==> config.mk <==
export PLATFORM = sky130hd
export DESIGN_NAME = series_eval_seq
export DESIGN_NICKNAME = d
export VERILOG_FILES = /design/src/rtl/series_eval_seq.sv
export SDC_FILE = /design/constraint.sdc
export NUM_CORES = 1
export LEC_CHECK = 0
export CAP_MARGIN = 20
export CORE_UTILIZATION = 60
export DETAILED_ROUTE_END_ITERATION = 6
export PLACE_DENSITY = 0.83
export SETUP_SLACK_MARGIN = 0.05
export SLEW_MARGIN = 10
export SYNTH_ARGS = -nofsm -noshare
export SYNTH_HDL_FRONTEND = slang
export SYNTH_SLANG_ARGS = --single-unit
==> constraint.sdc <==
create_clock -name clk -period 24.2 [get_ports clk]
set_input_delay 4.84 -clock clk [delete_from_list [all_inputs] [get_ports clk]]
set_output_delay 4.84 -clock clk [all_outputs]
set_load 0.05 [all_outputs]
==> src/rtl/series_eval_seq.sv <==
// rtl/series_eval_seq.sv - sequential fixed-point series evaluator, one term per cycle
module series_eval_seq #(
    parameter int XW      = 8,
    parameter int CW      = 16,
    parameter int ACC_W   = 32,
    parameter int MAX_DEG = 7,
    parameter int NW      = 3
) (
    input  logic                  clk,
    input  logic                  reset,
    input  logic                  in_valid,
    output logic                  in_ready,
    input  logic [XW-1:0]         x_in,
    input  logic [NW-1:0]         n_in,
    input  logic                  mode,
    input  logic [MAX_DEG*CW-1:0] coeff_flat,
    output logic                  out_valid,
    input  logic                  out_ready,
    output logic [ACC_W-1:0]      result,
    output logic                  overflow,
    output logic                  error
);

    typedef enum logic [1:0] {IDLE, RUN, DONE} state_t;

    localparam logic [NW-1:0]           MAX_N   = NW'(MAX_DEG);
    localparam logic signed [ACC_W-1:0] ACC_MAX = {1'b0, {(ACC_W-1){1'b1}}};
    localparam logic signed [ACC_W-1:0] ACC_MIN = {1'b1, {(ACC_W-1){1'b0}}};

    state_t                  state;
    logic [XW-1:0]           x_r;
    logic [XW-1:0]           p;
    logic [NW-1:0]           n_r;
    logic [NW-1:0]           k;
    logic                    mode_r;
    logic                    ovf_run;
    logic signed [ACC_W-1:0] acc;

    logic [CW-1:0]           c_k;
    logic [XW:0]             term;
    logic [XW-1:0]           p_next;
    logic signed [ACC_W:0]   acc_ext;
    logic signed [ACC_W:0]   term_ext;
    logic signed [ACC_W:0]   sum;
    logic                    sat;
    logic signed [ACC_W-1:0] acc_next;
    logic                    add_term;
    logic                    bad_n;

    always_comb begin
        c_k = '0;
        for (int i = 1; i <= MAX_DEG; i++) begin
            if (k == NW'(i)) begin
                c_k = coeff_flat[(i-1)*CW +: CW];
            end
        end
    end

    // Products are formed at full width before the shift so no bits are lost early.
    assign term     = (XW+1)'(({{CW{1'b0}}, p} * {{XW{1'b0}}, c_k}) >> (CW-1));
    assign p_next   = XW'(({{XW{1'b0}}, p} * {{XW{1'b0}}, x_r}) >> XW);

    assign add_term = mode_r | k[0];
    assign acc_ext  = {acc[ACC_W-1], acc};
    assign term_ext = {{(ACC_W-XW){1'b0}}, term};
    assign sum      = add_term ? (acc_ext + term_ext) : (acc_ext - term_ext);
    assign sat      = sum[ACC_W] != sum[ACC_W-1];
    assign acc_next = sat ? (sum[ACC_W] ? ACC_MIN : ACC_MAX) : sum[ACC_W-1:0];

    assign bad_n    = (n_in == '0) || (n_in > MAX_N);

    always_ff @(posedge clk) begin
        if (!reset) begin
            state     <= IDLE;
            in_ready  <= 1'b1;
            out_valid <= 1'b0;
            result    <= '0;
            overflow  <= 1'b0;
            error     <= 1'b0;
            x_r       <= '0;
            p         <= '0;
            n_r       <= '0;
            k         <= '0;
            mode_r    <= 1'b0;
            ovf_run   <= 1'b0;
            acc       <= '0;
        end else begin
            error <= 1'b0;
            case (state)
                IDLE: begin
                    if (in_valid) begin
                        if (bad_n) begin
                            error <= 1'b1;
                        end else begin
                            x_r      <= x_in;
                            p        <= x_in;
                            n_r      <= n_in;
                            mode_r   <= mode;
                            k        <= NW'(1);
                            acc      <= '0;
                            ovf_run  <= 1'b0;
                            overflow <= 1'b0;
                            in_ready <= 1'b0;
                            state    <= RUN;
                        end
                    end
                end
                RUN: begin
                    acc     <= acc_next;
                    p       <= p_next;
                    k       <= k + 1'b1;
                    ovf_run <= ovf_run | sat;
                    if (k == n_r) begin
                        result    <= acc_next;
                        overflow  <= ovf_run | sat;
                        out_valid <= 1'b1;
                        state     <= DONE;
                    end
                end
                DONE: begin
                    if (out_ready) begin
                        out_valid <= 1'b0;
                        in_ready  <= 1'b1;
                        state     <= IDLE;
                    end
                end
                default: begin
                    state <= IDLE;
                end
            endcase
        end
    end

endmodule

==> results of run 1 <==
-- metrics by stage --
stage	power [mW]	worst slack, ps	area (um^2)	hold WS (ps)
global route	1.218	7281	14440	474.5
global placement	0.9627	8086	14140	436.8
CTS	1.125	8148	14430	452.9
finish	1.137	8081	14440	450.4
detailed placement	0.9785	7828	14140	442.3
floorplan	0.7949	9798	12460	431.5
-- cell usage in the layout, fill, tap and decap left out, types with 32 or more instances in the layout --
cell type / count
ha_1: 112
o21ai_0: 47
a21oi_1: 98
fa_1: 119
a21o_1: 32
nor2_1: 100
xnor2_1: 37
nor2b_1: 99
clkdlybuf4s50_1: 163
dfxtp_1: 94
and2_1: 59
inv_1: 156
nand2_1: 150
a22o_1: 36
-- power by group through the flow --
stage | clock network, mW | registers (mW) | logic, mW
after global placement | 0 | 0.232 | 0.731
after global routing | 0.146 | 0.235 | 0.836
after floorplan | 0 | 0.263 | 0.532
final | 0.140 | 0.231 | 0.766
after detailed placement | 0 | 0.232 | 0.746
after CTS | 0.141 | 0.230 | 0.755
-- state kept, by name (all words and copies together), names as in the netlist --
name and count:
in_ready 1, overflow 1, p 8, out_valid 1, x_r 8, result 32
ovf_run 1, n_r 3, mode_r 1, acc 32, error 1, k 3
state 2
-- final cells by class --
type	count	area, um^2
clock buffer	11	242.7
clock inverter	5	43.79
fill	1623	5857
inverter	157	589.3
multi-input combinational	1195	9633
sequential	94	1882
tap	270	337.8
timing repair buffer	173	1714
-- tightest hold or removal path, cell delays in order (launching register included) --
cell and delay, ps:
dfxtp_1 310, nand2_1 50, o21ai_1 50
-- synthesized netlist by cell type (4+ instances only) --
library cell  count  area share
inv_1           156       0.047
nand2_1         150       0.045
fa_1            119        0.19
ha_1            112        0.11
nor2_1          102       0.031
nor2b_1          99       0.050
a21oi_1          98       0.039
dfxtp_1          94        0.15
and2_1           59       0.030
clkbuf_1         54       0.016
o21ai_0          47       0.019
xnor2_1          37       0.026
a22o_1           36       0.025
a21o_1           32       0.019
o21ai_1          29       0.012
o211ai_1         25       0.015
nand2b_1         19      0.0095
nand4_1          19      0.0095
a22oi_1          17       0.010
xor2_1           15       0.011
a31oi_1          14      0.0070
nand3_1          12      0.0048
nor3_1           11      0.0044
a211oi_1         10      0.0060
nor2_2            9      0.0045
o21a_1            9      0.0054
and3_1            8      0.0040
buf_1             7      0.0021
buf_6             6      0.0054
nor4_1            6      0.0030
or3_1             6      0.0030
buf_2             5      0.0020
nor3b_1           5      0.0030
o21bai_1          5      0.0030
or2_2             5      0.0025
o2111ai_1         4      0.0028
o211a_1           4      0.0032
-- worst min-delay path by stage --
stage | depth (start not counted) | start | to
2_1_floorplan | 2 | acc[13]$_SDFFE_PN0P_ | acc[13]$_SDFFE_PN0P_
3_3_place_gp | 2 | result[28]$_SDFFE_PN0P_ | result[28]$_SDFFE_PN0P_
3_5_place_dp | 2 | result[28]$_SDFFE_PN0P_ | result[28]$_SDFFE_PN0P_
4_1_cts | 2 | result[28]$_SDFFE_PN0P_ | result[28]$_SDFFE_PN0P_
5_1_grt | 2 | result[23]$_SDFFE_PN0P_ | result[23]$_SDFFE_PN0P_
6_report | 2 | result[4]$_SDFFE_PN0P_ | result[4]$_SDFFE_PN0P_
-- per-layer routing --
| layer | GRT usage | up-vias | part of all wire | routed length, um |
|---|---|---|---|---|
| met3 | 0.04813 | 90 | 0.068 | 2257 |
| met5 | 0 | - | 0 | 0 |
| li1 | - | 5389 | - | - |
| met1 | 0.4082 | 5467 | 0.42 | 14020 |
| met4 | 0.1047 | 0 | 0.027 | 888 |
| met2 | 0.5545 | 441 | 0.48 | 16030 |
-- cells by family after synthesis --
| family | after synthesis | synth area share |
|---|---|---|
| buffers and inverters | 233 | 0.07671 |
| AOI/OAI and AO/OA | 377 | 0.2081 |
| xor gates and xnor gates | 52 | 0.03655 |
| and+or+nand+nor | 530 | 0.2200 |
| muxes | 3 | 0.002410 |
| DFF | 94 | 0.1510 |
| adders and majority gates | 233 | 0.3053 |
==> flow_summary.ini, run 1 <==
[outcome]
status = finished clean

[floorplan]
die_h_um = 146.1
fp.dieArea_um2 = 21350
initial_utilization = 0.6138
rows = 52
pin_count = 164
die_w_um = 146.1
core-area_um2 = 20300

[detailed_routing]
drc = 0
via_per_inst = 5.977
first_pass_iters = 5
wirelength_mm = 33.20
wl_per_cell_um = 17.43
antenna_left = 0
drt_iter0_drc = 799
via_count = 11390

[power_and_ir_drop]
netSwitchingFraction = 0.5095
p_int_uw = 557.9
clock_power_share = 0.123
p_per_area_nw_per_um2 = 78.75
cellLeakagePower_nw = 6.613
power.switching_uw = 579.5
power_frac_comb = 0.674
ir_drop_mv = 0.06353
seq_power_share = 0.203

[clocking]
clock-sinks = 94
clock_path_buffers = 2
cts_buffers = 9
clk_pin_slew_ps = 70
htreeDepth = 3
clkLatencyLatePin_ps = 360
cts-resized-gates = 0
hold_buffers = 0
clockRootBuffer = clkbuf_16
cts_tree = yes
cts_setup_buffers = 0

[layout]
synthToLayoutAreaGrowth_pct = 15.91
drive_gt1_frac = 0.04343
fin_util = 0.7115
stdcell_count = 1905
final_nets = 1989
diodes = 0

[timing]
fmax_mhz = 62.04
clock_skew_ps = 14.97
period_needed_ps = 16120
setup_tns_ps = 0
slew_headroom = 0.2903
drv_slew = 0
finalCritPeriodShare = 0.6661
hold_viol = 0
rsz0062_at_grt = no
worst_slew_pin_slew_ps = 1063
setup_viol = 0

[setup_path]
crit_required_ps = 24450
start_kind = primary input
cp_num_cells = 49
critPathBufInv = 5
critical_path_class = primary input to register
cp_common_cell = a21oi_1
critPathMaxStageDelay_ps = 800
rrSetupSlack_ps = 11540
cpMaxStageDelayCell = a21oi_1
worstPathMaxFanout = 24
ff2ff_path_depth = 51
startpoint = coeff_flat[5]
critical-path-top-delay-family = compound AO/OA/AOI/OAI gates
crit_arrival_ps = 16360
r2r-end = result[14]$_SDFFE_PN0P_
reg2reg_from = k[0]$_SDFFE_PN0P_
worst_setup_path_end_kind = register
cp-endpoint = result[14]$_SDFFE_PN0P_

[logic_synthesis]
syn_nets = 1881
synth_area_um2 = 12460
syn_inst = 1522
async_flop_share = 0
avgSynthCellArea_um2 = 8.187
synth_edf_count = 0
synth.distinct_cells = 87
ys_ff_latch = 94
ys_warn_count = 0
synthFlopType = dfxtp_1
seq_area_frac_synth = 0.1510

[hold_path]
hp-class = register to register

[global_routing]
grt_use_total = 0.3198
grt_antenna_before_repair = 0
grt_max_degree = 34
overflow = 0
grt_first_pass_wirelength_mm = 55.50
grt_pass1_vias = 11560

[placement]
routabilityCongestion = 1.019
dp.cells = 1888
hpwl_mm = 25.95
portBuffers = 163

[flow_run]
cap_viol_max_count = 0
Note: power is estimated with default switching activity, not from simulation.
==> run 2: changes to the inputs <==
CORE_UTILIZATION = 52   (was 60)
PLACE_DENSITY = 0.76   (was 0.83)
clock period = 13.4 ns   (was 24.2 ns; I/O delays follow)
==> run 2 against run 1 <==
Net effect: global-route usage decreased by 3.6 points; first-iteration DRC count decreased by 13%; count of clock-buffer cells in the layout decreased by 2; clock power increased by 84%; setup slack got worse by 7400 ps; sequential power increased by 80%; sequential cell count unchanged; worst hold slack improved by 1.3 ps; critical path depth decreased by 6; design area increased by 2.9%; critical path type unchanged; critical endpoint is now result[1]$_SDFFE_PN0P_.
==> flow_summary.ini, run 2 (same netlist as run 1, synthesis figures left out) <==
[detailed_routing]
via_per_inst = 5.682
wl_per_cell_um = 16.89
drt_iter0_drc = 698
via_count = 11290
first_pass_iters = 6
wirelength_mm = 33.54
antenna_left = 0
drc = 0

[setup_path]
crit_arrival_ps = 13000
critical-path-top-delay-family = compound AO/OA/AOI/OAI gates
start_kind = primary input
worstPathMaxFanout = 10
worst_setup_path_end_kind = register
cpMaxStageDelayCell = fa_1
critPathMaxStageDelay_ps = 540
crit_required_ps = 13650
critical_path_class = primary input to register
critPathBufInv = 5

[timing]
finalCritPeriodShare = 0.9519
worst_slew_pin_slew_ps = 1059
setup_viol = 0
clock_skew_ps = 13.71
setup_ws_ps = 645.2
hold_slack_ps = 451.7
slew_headroom = 0.2930
fmax_mhz = 78.40
drv_slew = 0
hold_viol = 0
period_needed_ps = 12750

[floorplan]
core-area_um2 = 23470
initial_utilization = 0.5309
pin_count = 164
rows = 56
die_w_um = 156.8
die_h_um = 156.8
fp.dieArea_um2 = 24590

[layout]
final_nets = 2021
final_cell_mix = clkdlybuf4s50_1, inv_1, nand2_1
diodes = 0
drive_gt1_frac = 0.07618
final_common_cell = clkdlybuf4s50_1
top_regs = acc x32, result x32
stdcell_area_um2 = 14860
synthToLayoutAreaGrowth_pct = 19.26
stdcell_count = 1986

[placement]
hpwl_mm = 26.61
portBuffers = 163
place_ws_ps = -272.7
dp.cells = 1966
routabilityCongestion = 0.9156
dpl-instance-area_um2 = 14420

[hold_path]
hp-class = register to register

[global_routing]
grt_antenna_before_repair = 0
grt_first_pass_wirelength_mm = 55.14
grt_use_total = 0.2838
overflow = 0
grt_pass1_vias = 11320
grt_max_degree = 34

[clocking]
htreeDepth = 3
clk_pin_slew_ps = 80
cts_buffers = 9
cts_tree = yes
clkLatencyLatePin_ps = 360
clock_path_buffers = 2
clock-sinks = 94
clockRootBuffer = clkbuf_16

[power_and_ir_drop]
power.total_mw = 2.105
cellLeakagePower_nw = 6.778
p_per_area_nw_per_um2 = 141.7
ir_drop_mv = 0.1347

[outcome]
status = finished clean

[flow_run]
cap_viol_max_count = 0
-- run 2: stage by stage --
stage / utilization / TNS [ps]
floorplan: - / 0
finish: 0.6331 / 0
global placement: 0.6143 / 0
CTS: 0.6265 / 0
detailed placement: 0.6143 / -10630
global route: 0.6331 / -16.70
-- run 2: timing repair --
action | 4_1_cts | 5_1_grt
endpoints found under the setup margin | 0 | 66
setup buffers | 0 | 4
hold buffers | 0 | 0
resized for setup | 0 | 27
-- run 2: cell type report --
cell class / count / area, um^2
Timing Repair Buffer: 205 / 1947
Clock inverter: 7 / 60.06
Sequential cell: 94 / 1882
Clock buffer: 9 / 225.2
Tap cell: 319 / 399.1
Multi-Input combinational cell: 1195 / 9758
Fill cell: 2050 / 8612
Inverter: 157 / 589.3
-- run 2: where the power goes --
group,switching (mW),internal [mW],leakage (nW)
sequential,0.0679,0.347,0.767
combinational,0.864,0.569,5.87
clock,0.127,0.130,0.138
-- run 2: worst min-delay path, delay by kind of cell, from the launching register on --
| kind | cells | cell delay (ps) |
|---|---|---|
| compound gates | 1 | 50 |
| flops | 1 | 310 |
| simple gates | 1 | 50 |
-- run 2: worst paths after layout --
check                         start                endpoint  slack, ps  cells past startpoint
max                  coeff_flat[17]  result[1]$_SDFFE_PN0P_        650                     43
min          result[2]$_SDFFE_PN0P_  result[2]$_SDFFE_PN0P_        450                      2
max reg2reg       k[0]$_SDFFE_PN0P_  result[1]$_SDFFE_PN0P_       1610                     51
min reg2reg  result[2]$_SDFFE_PN0P_  result[2]$_SDFFE_PN0P_        450                      2
-- run 2: layer usage --
metal	up-vias	global-route usage	wire, um
met5	-	0	0
met4	0	0.09617	903
met3	59	0.04348	1826
met2	346	0.4857	16210
met1	5427	0.3628	14600
li1	5453	-	-
